<file path="config.mk">
export PLATFORM = sky130hd
export DESIGN_NAME = pkt_serializer
export DESIGN_NICKNAME = d
export VERILOG_FILES = /design/src/rtl/pkt_serializer.sv
export SDC_FILE = /design/constraint.sdc
export NUM_CORES = 1
export LEC_CHECK = 0
export BUFFER_PORTS_ARGS = -buffer_cell sky130_fd_sc_hd__buf_2
export CAP_MARGIN = 10
export CELL_PAD_IN_SITES_DETAIL_PLACEMENT = 0
export CELL_PAD_IN_SITES_GLOBAL_PLACEMENT = 2
export CORE_ASPECT_RATIO = 1.25
export CORE_UTILIZATION = 35
export DETAILED_ROUTE_END_ITERATION = 7
export PLACE_DENSITY_LB_ADDON = 0.1
export RECOVER_POWER = 25
export SYNTH_ARGS = -nofsm -noshare
export SYNTH_HDL_FRONTEND = slang
export SYNTH_SLANG_ARGS = --single-unit
export TNS_END_PERCENT = 5
</file>
<file path="constraint.sdc">
create_clock -name clk -period 2.9 [get_ports clk]
set_input_delay 0 -clock clk [delete_from_list [all_inputs] [get_ports clk]]
set_output_delay 0 -clock clk [all_outputs]
set_load 0.02 [all_outputs]
</file>
<file path="src/rtl/pkt_serializer.sv">
// Packet serializer: pops 10-bit words from an upstream FIFO and sends each as a framed
// serial bit stream (start, 10 data bits LSB first, optional even parity, stop). Parity via `PARITY_EN.
module pkt_serializer #(
    parameter int CLKS_PER_BIT = 4
) (
    input  logic       clk,
    input  logic       rst,
    input  logic [9:0] pkt_i,
    input  logic       empty,
    output logic       re,
    output logic       txd,
    output logic       busy,
    output logic       done
);

    localparam int            CW       = $clog2(CLKS_PER_BIT);
    localparam logic [CW-1:0] CNT_MAX  = CW'(CLKS_PER_BIT - 1);
    localparam logic [CW-1:0] CNT_ZERO = {CW{1'b0}};
    localparam logic [CW-1:0] CNT_ONE  = CW'(1);
    localparam logic [3:0]    IDX_LAST = 4'd9;

    localparam logic [2:0] ST_IDLE   = 3'd0;
    localparam logic [2:0] ST_START  = 3'd1;
    localparam logic [2:0] ST_DATA   = 3'd2;
`ifdef PARITY_EN
    localparam logic [2:0] ST_PARITY = 3'd3;
`endif
    localparam logic [2:0] ST_STOP   = 3'd4;

    logic [2:0]    state_r, state_s;
    logic [CW-1:0] cnt_r,   cnt_s;
    logic [3:0]    idx_r,   idx_s;
    logic [9:0]    shreg_r, shreg_s;
    logic          txd_r,   txd_s;
    logic          busy_r,  busy_s;
    logic          done_r,  done_s;
    logic          re_s;
    logic          bit_end_s;
`ifdef PARITY_EN
    logic          parity_r, parity_s;

    // Even parity over a latched word: the parity bit makes the total count of ones even.
    function automatic logic parity10(input logic [9:0] word);
        return ^word;
    endfunction
`endif

    // Next-state, counter and shift-register logic of the framing FSM.
    always_comb begin
        state_s   = state_r;
        cnt_s     = cnt_r;
        idx_s     = idx_r;
        shreg_s   = shreg_r;
        re_s      = 1'b0;
        bit_end_s = (cnt_r == CNT_MAX);
`ifdef PARITY_EN
        parity_s  = parity_r;
`endif
        case (state_r)
            ST_IDLE: begin
                if (!empty && !rst) begin
                    re_s    = 1'b1;
                    shreg_s = pkt_i;
                    cnt_s   = CNT_ZERO;
                    idx_s   = 4'd0;
`ifdef PARITY_EN
                    parity_s = parity10(pkt_i);
`endif
                    state_s = ST_START;
                end else begin
                    state_s = ST_IDLE;
                end
            end
            ST_START: begin
                if (bit_end_s) begin
                    cnt_s   = CNT_ZERO;
                    state_s = ST_DATA;
                end else begin
                    cnt_s = cnt_r + CNT_ONE;
                end
            end
            ST_DATA: begin
                if (bit_end_s) begin
                    cnt_s = CNT_ZERO;
                    if (idx_r == IDX_LAST) begin
`ifdef PARITY_EN
                        state_s = ST_PARITY;
`else
                        state_s = ST_STOP;
`endif
                    end else begin
                        // The line always carries shreg[0], so advancing is a right shift.
                        idx_s   = idx_r + 4'd1;
                        shreg_s = {1'b0, shreg_r[9:1]};
                    end
                end else begin
                    cnt_s = cnt_r + CNT_ONE;
                end
            end
`ifdef PARITY_EN
            ST_PARITY: begin
                if (bit_end_s) begin
                    cnt_s   = CNT_ZERO;
                    state_s = ST_STOP;
                end else begin
                    cnt_s = cnt_r + CNT_ONE;
                end
            end
`endif
            ST_STOP: begin
                if (bit_end_s) begin
                    cnt_s   = CNT_ZERO;
                    state_s = ST_IDLE;
                end else begin
                    cnt_s = cnt_r + CNT_ONE;
                end
            end
            default: begin
                state_s = ST_IDLE;
                cnt_s   = CNT_ZERO;
                idx_s   = 4'd0;
                shreg_s = 10'd0;
            end
        endcase
    end

    // Output values for the coming cycle, derived from the next state so the pins are registers.
    always_comb begin
        txd_s  = 1'b1;
        busy_s = (state_s != ST_IDLE);
        done_s = (state_s == ST_STOP) && (cnt_s == CNT_MAX);
        case (state_s)
            ST_IDLE:   txd_s = 1'b1;
            ST_START:  txd_s = 1'b0;
            ST_DATA:   txd_s = shreg_s[0];
`ifdef PARITY_EN
            ST_PARITY: txd_s = parity_s;
`endif
            ST_STOP:   txd_s = 1'b1;
            default:   txd_s = 1'b1;
        endcase
    end

    // State and output registers with synchronous reset; reset drops any frame in flight.
    always_ff @(posedge clk) begin
        if (rst) begin
            state_r <= ST_IDLE;
            cnt_r   <= CNT_ZERO;
            idx_r   <= 4'd0;
            shreg_r <= 10'd0;
            txd_r   <= 1'b1;
            busy_r  <= 1'b0;
            done_r  <= 1'b0;
        end else begin
            state_r <= state_s;
            cnt_r   <= cnt_s;
            idx_r   <= idx_s;
            shreg_r <= shreg_s;
            txd_r   <= txd_s;
            busy_r  <= busy_s;
            done_r  <= done_s;
        end
    end

`ifdef PARITY_EN
    // Parity of the accepted word, captured alongside the shift register.
    always_ff @(posedge clk) begin
        if (rst) begin
            parity_r <= 1'b0;
        end else begin
            parity_r <= parity_s;
        end
    end
`endif

    assign re   = re_s;
    assign txd  = txd_r;
    assign busy = busy_r;
    assign done = done_r;

endmodule

</file>
==> impl_results.md <==
* Power per cell area at 442 nW/µm²
* IO buf count at 16
* First-pass GRT wire length at 3.79 mm
* Synth-to-Final Area Change at 19.3%
* Final Wtd Congestion at 0.771
* Post-Synthesis Cell Area at 1060 µm²
* Share of layout cells above drive strength 1 at 0.166
* Final Net Count at 162
* CTS root buf: clkbuf_4
* GRT overflow at 0
* Drt pass-1 iters at 5
* WL/cell at 12.2 µm
* Die ar. at 3260 µm²
* Initial drt markers at 20
* FF-to-FF path depth at 5
* Cell Chain, Critical Path: or3_1, nor3_2, buf_2
* Multiplexer share of the synthesized area at 0.00943
* Final worst path period need at 2070 ps
* Setup-failing EPs final at 0
* Clock buffer depth at 2
* Num CTS Buffers at 3
* Hold Path Depth at 2
* CTS clk-pin slew, worst paths at 120 ps
* RSZ-0062 raised after global routing: no
* Adder-Cell Fraction of Synth Area at 0.0354
* Largest family of logic cells by synthesized area: compound AO/OA/AOI/OAI gates
* Final WL at 2.21 mm
* Crit path kind: flip-flop to output port
* Placed cell area at 1130 µm²
* CTS tree: done
* Crit path max-delay family: simple AND/OR/NAND/NOR gates
* Non-Filler Instances at 181
* TNS Setup at 0 ps
* Antenna Cells at 0
* # rows at 22
* Synth cell types at 34
* Placeable Area at 2920 µm²
* Post-CTS resize count at 0
* Worst path slowest cell: nor3_2
* Final hold violations at 0
* CP endpoint kind: output port
* Global-route usage over all layers at 0.156
* Post-synth ARST share at 0
* Final Cycle Share at 0.715
* Leak Pwr at 0.000465 µW
* Htree depth at 1
* Die height at 63.6 µm
* Startpoint types: flip-flop
* DP Cell Count at 167
* Worst Path Max Fanout at 12
* Post-synth EDFFs at 0
* Initial core utilization at 0.364
* Crit path depth at 3
* Simple logic cell fraction of the synthesized area at 0.224
* Hold Path Class: primary input to flip-flop
* Cells after synthesis at 123
* Main synth FF type: dfxtp_1
* Fmax at 483 MHz
* Max-Cap Viols at 0
* Sequential fraction of the synthesis area at 0.415
* Max-slew violations at 0
* Worst-Margin Slew at 677 ps
* VDD IR max at 246 µV
* Final instance area at 1270 µm²
* Via Count at 901
* Compound-Gate Fraction of Synth Area at 0.235
* Setup Skew at 1.82 ps
* Post-synth net total at 139
* Slowest stage delay, CP at 540 ps
* Clock sinks at 22
* Synthesized flop and latch total at 22
* Die W at 51.2 µm
* Clock Latency Late Sink at 300 ps
* Max transition margin at 0.546
* Antenna Nets Post-Route at 0
* Xor/xnor share of the synthesized area at 0.0248
* Worst Path Buf+Inv at 1
* Worst EP required at 2900 ps
* Dpl hpwl at 1.61 mm
* DRC at 0
* Antenna violations before repair at 0
* Mean area per synthesized cell at 8.63 µm²
* Status: finished clean
* Vias in the first global route at 869
* Top-Level Pins at 17
* CP arrival at 2070 ps
* Largest net degree at the start of global routing at 23
* Yosys warns at 0
* Via density at 4.98
-- kinds of logic (layout without fill, tap and decap cells) --
| group | after synthesis | after routing |
|---|---|---|
| xor gates and xnor gates | 3 | 3 |
| muxes | 1 | 1 |
| buffers and inverters | 10 | 32 |
| AOI/OAI and AO/OA | 37 | 37 |
| adders and majority gates | 3 | 3 |
| and+or+nand+nor | 47 | 47 |
| DFF | 22 | 22 |
-- flip-flops by register name (all words and copies together), names as in the netlist --
signal,flops
shreg_r,10
txd,1
idx_r,4
state_r,3
cnt_r,2
done,1
busy,1
-- cells in the final DEF (no fill, tap or decap), drive strengths merged, types with 3 or more instances in the layout --
| cell | n |
|---|---|
| nand2b | 3 |
| nor3 | 5 |
| nand2 | 14 |
| buf | 13 |
| ha | 3 |
| o22ai | 3 |
| a22oi | 9 |
| dfxtp | 22 |
| a21oi | 15 |
| nor2 | 14 |
| o21ai | 5 |
| dlygate4sd3 | 10 |
| clkbuf | 7 |
-- cell usage after synthesis (2+ instances only) --
cell type	number	area (µm²)
a21oi_1	15	75.1
a22oi_1	9	67.6
buf_2	3	15.0
buf_6	2	22.5
clkbuf_1	2	7.51
dfxtp_1	22	440
ha_1	3	37.5
inv_1	2	7.51
nand2_1	13	48.8
nand2b_1	3	18.8
nand3_1	2	10.0
nor2_1	14	52.6
nor3_1	3	15.0
nor3_2	2	20.0
o21ai_0	3	15.0
o21ai_1	2	10.0
o22ai_1	3	18.8
or2_2	2	12.5
or3_1	2	12.5
xor2_1	2	17.5
-- through the flow --
step | hold slack [ps] | setup slack [ps] | utilization | total power (µW)
2_1_floorplan | 136 | 1280 | - | 369
3_3_place_gp | 241 | 997 | 0.389 | 390
3_5_place_dp | 245 | 940 | 0.389 | 389
4_1_cts | 93.0 | 777 | 0.435 | 572
5_1_grt | 102 | 659 | 0.434 | 594
6_report | 104 | 828 | 0.434 | 560
-- where the power goes --
group | total [µW] | switching, µW | internal [µW]
Clock | 169 | 92.3 | 76.6
Sequential | 323 | 9.76 | 313
Combinational | 67.8 | 35.4 | 32.5
Total | 560 | 137 | 422
-- routing by layer --
layer  track usage  vias up  share of wire
li1              -      482              -
met1         0.168      403           0.44
met2         0.278       14           0.52
met3        0.0290        2          0.022
met4        0.0811        0          0.010
met5             0        -              0
-- path summary, 6_finish.rpt --
path / startpoint / slack [ps] / end
setup / recovery: state_r[2]$_SDFF_PP0_ / 830 / re
hold / removal: rst / 100 / idx_r[0]$_SDFFE_PP0P_
setup reg to reg: state_r[2]$_SDFF_PP0_ / 950 / txd$_SDFF_PP1_
hold reg to reg: idx_r[1]$_SDFFE_PP0P_ / 500 / idx_r[1]$_SDFFE_PP0P_
-- repair_timing --
item | CTS | global route
hold endpoints to repair | 10 | 0
endpoints found under the setup margin | 0 | 0
hold buffers | 10 | 0
buffers inserted | 0 | 0
-- final cells by class --
cell class,instances,area [µm²]
fillers,334,1650
multi-input cells,91,561
flip-flops and latches,22,440
repair buffers,26,176
well taps,36,45.0
clock buffers,4,36.3
inverters,2,7.51
Power figures use the tool's default switching activity.
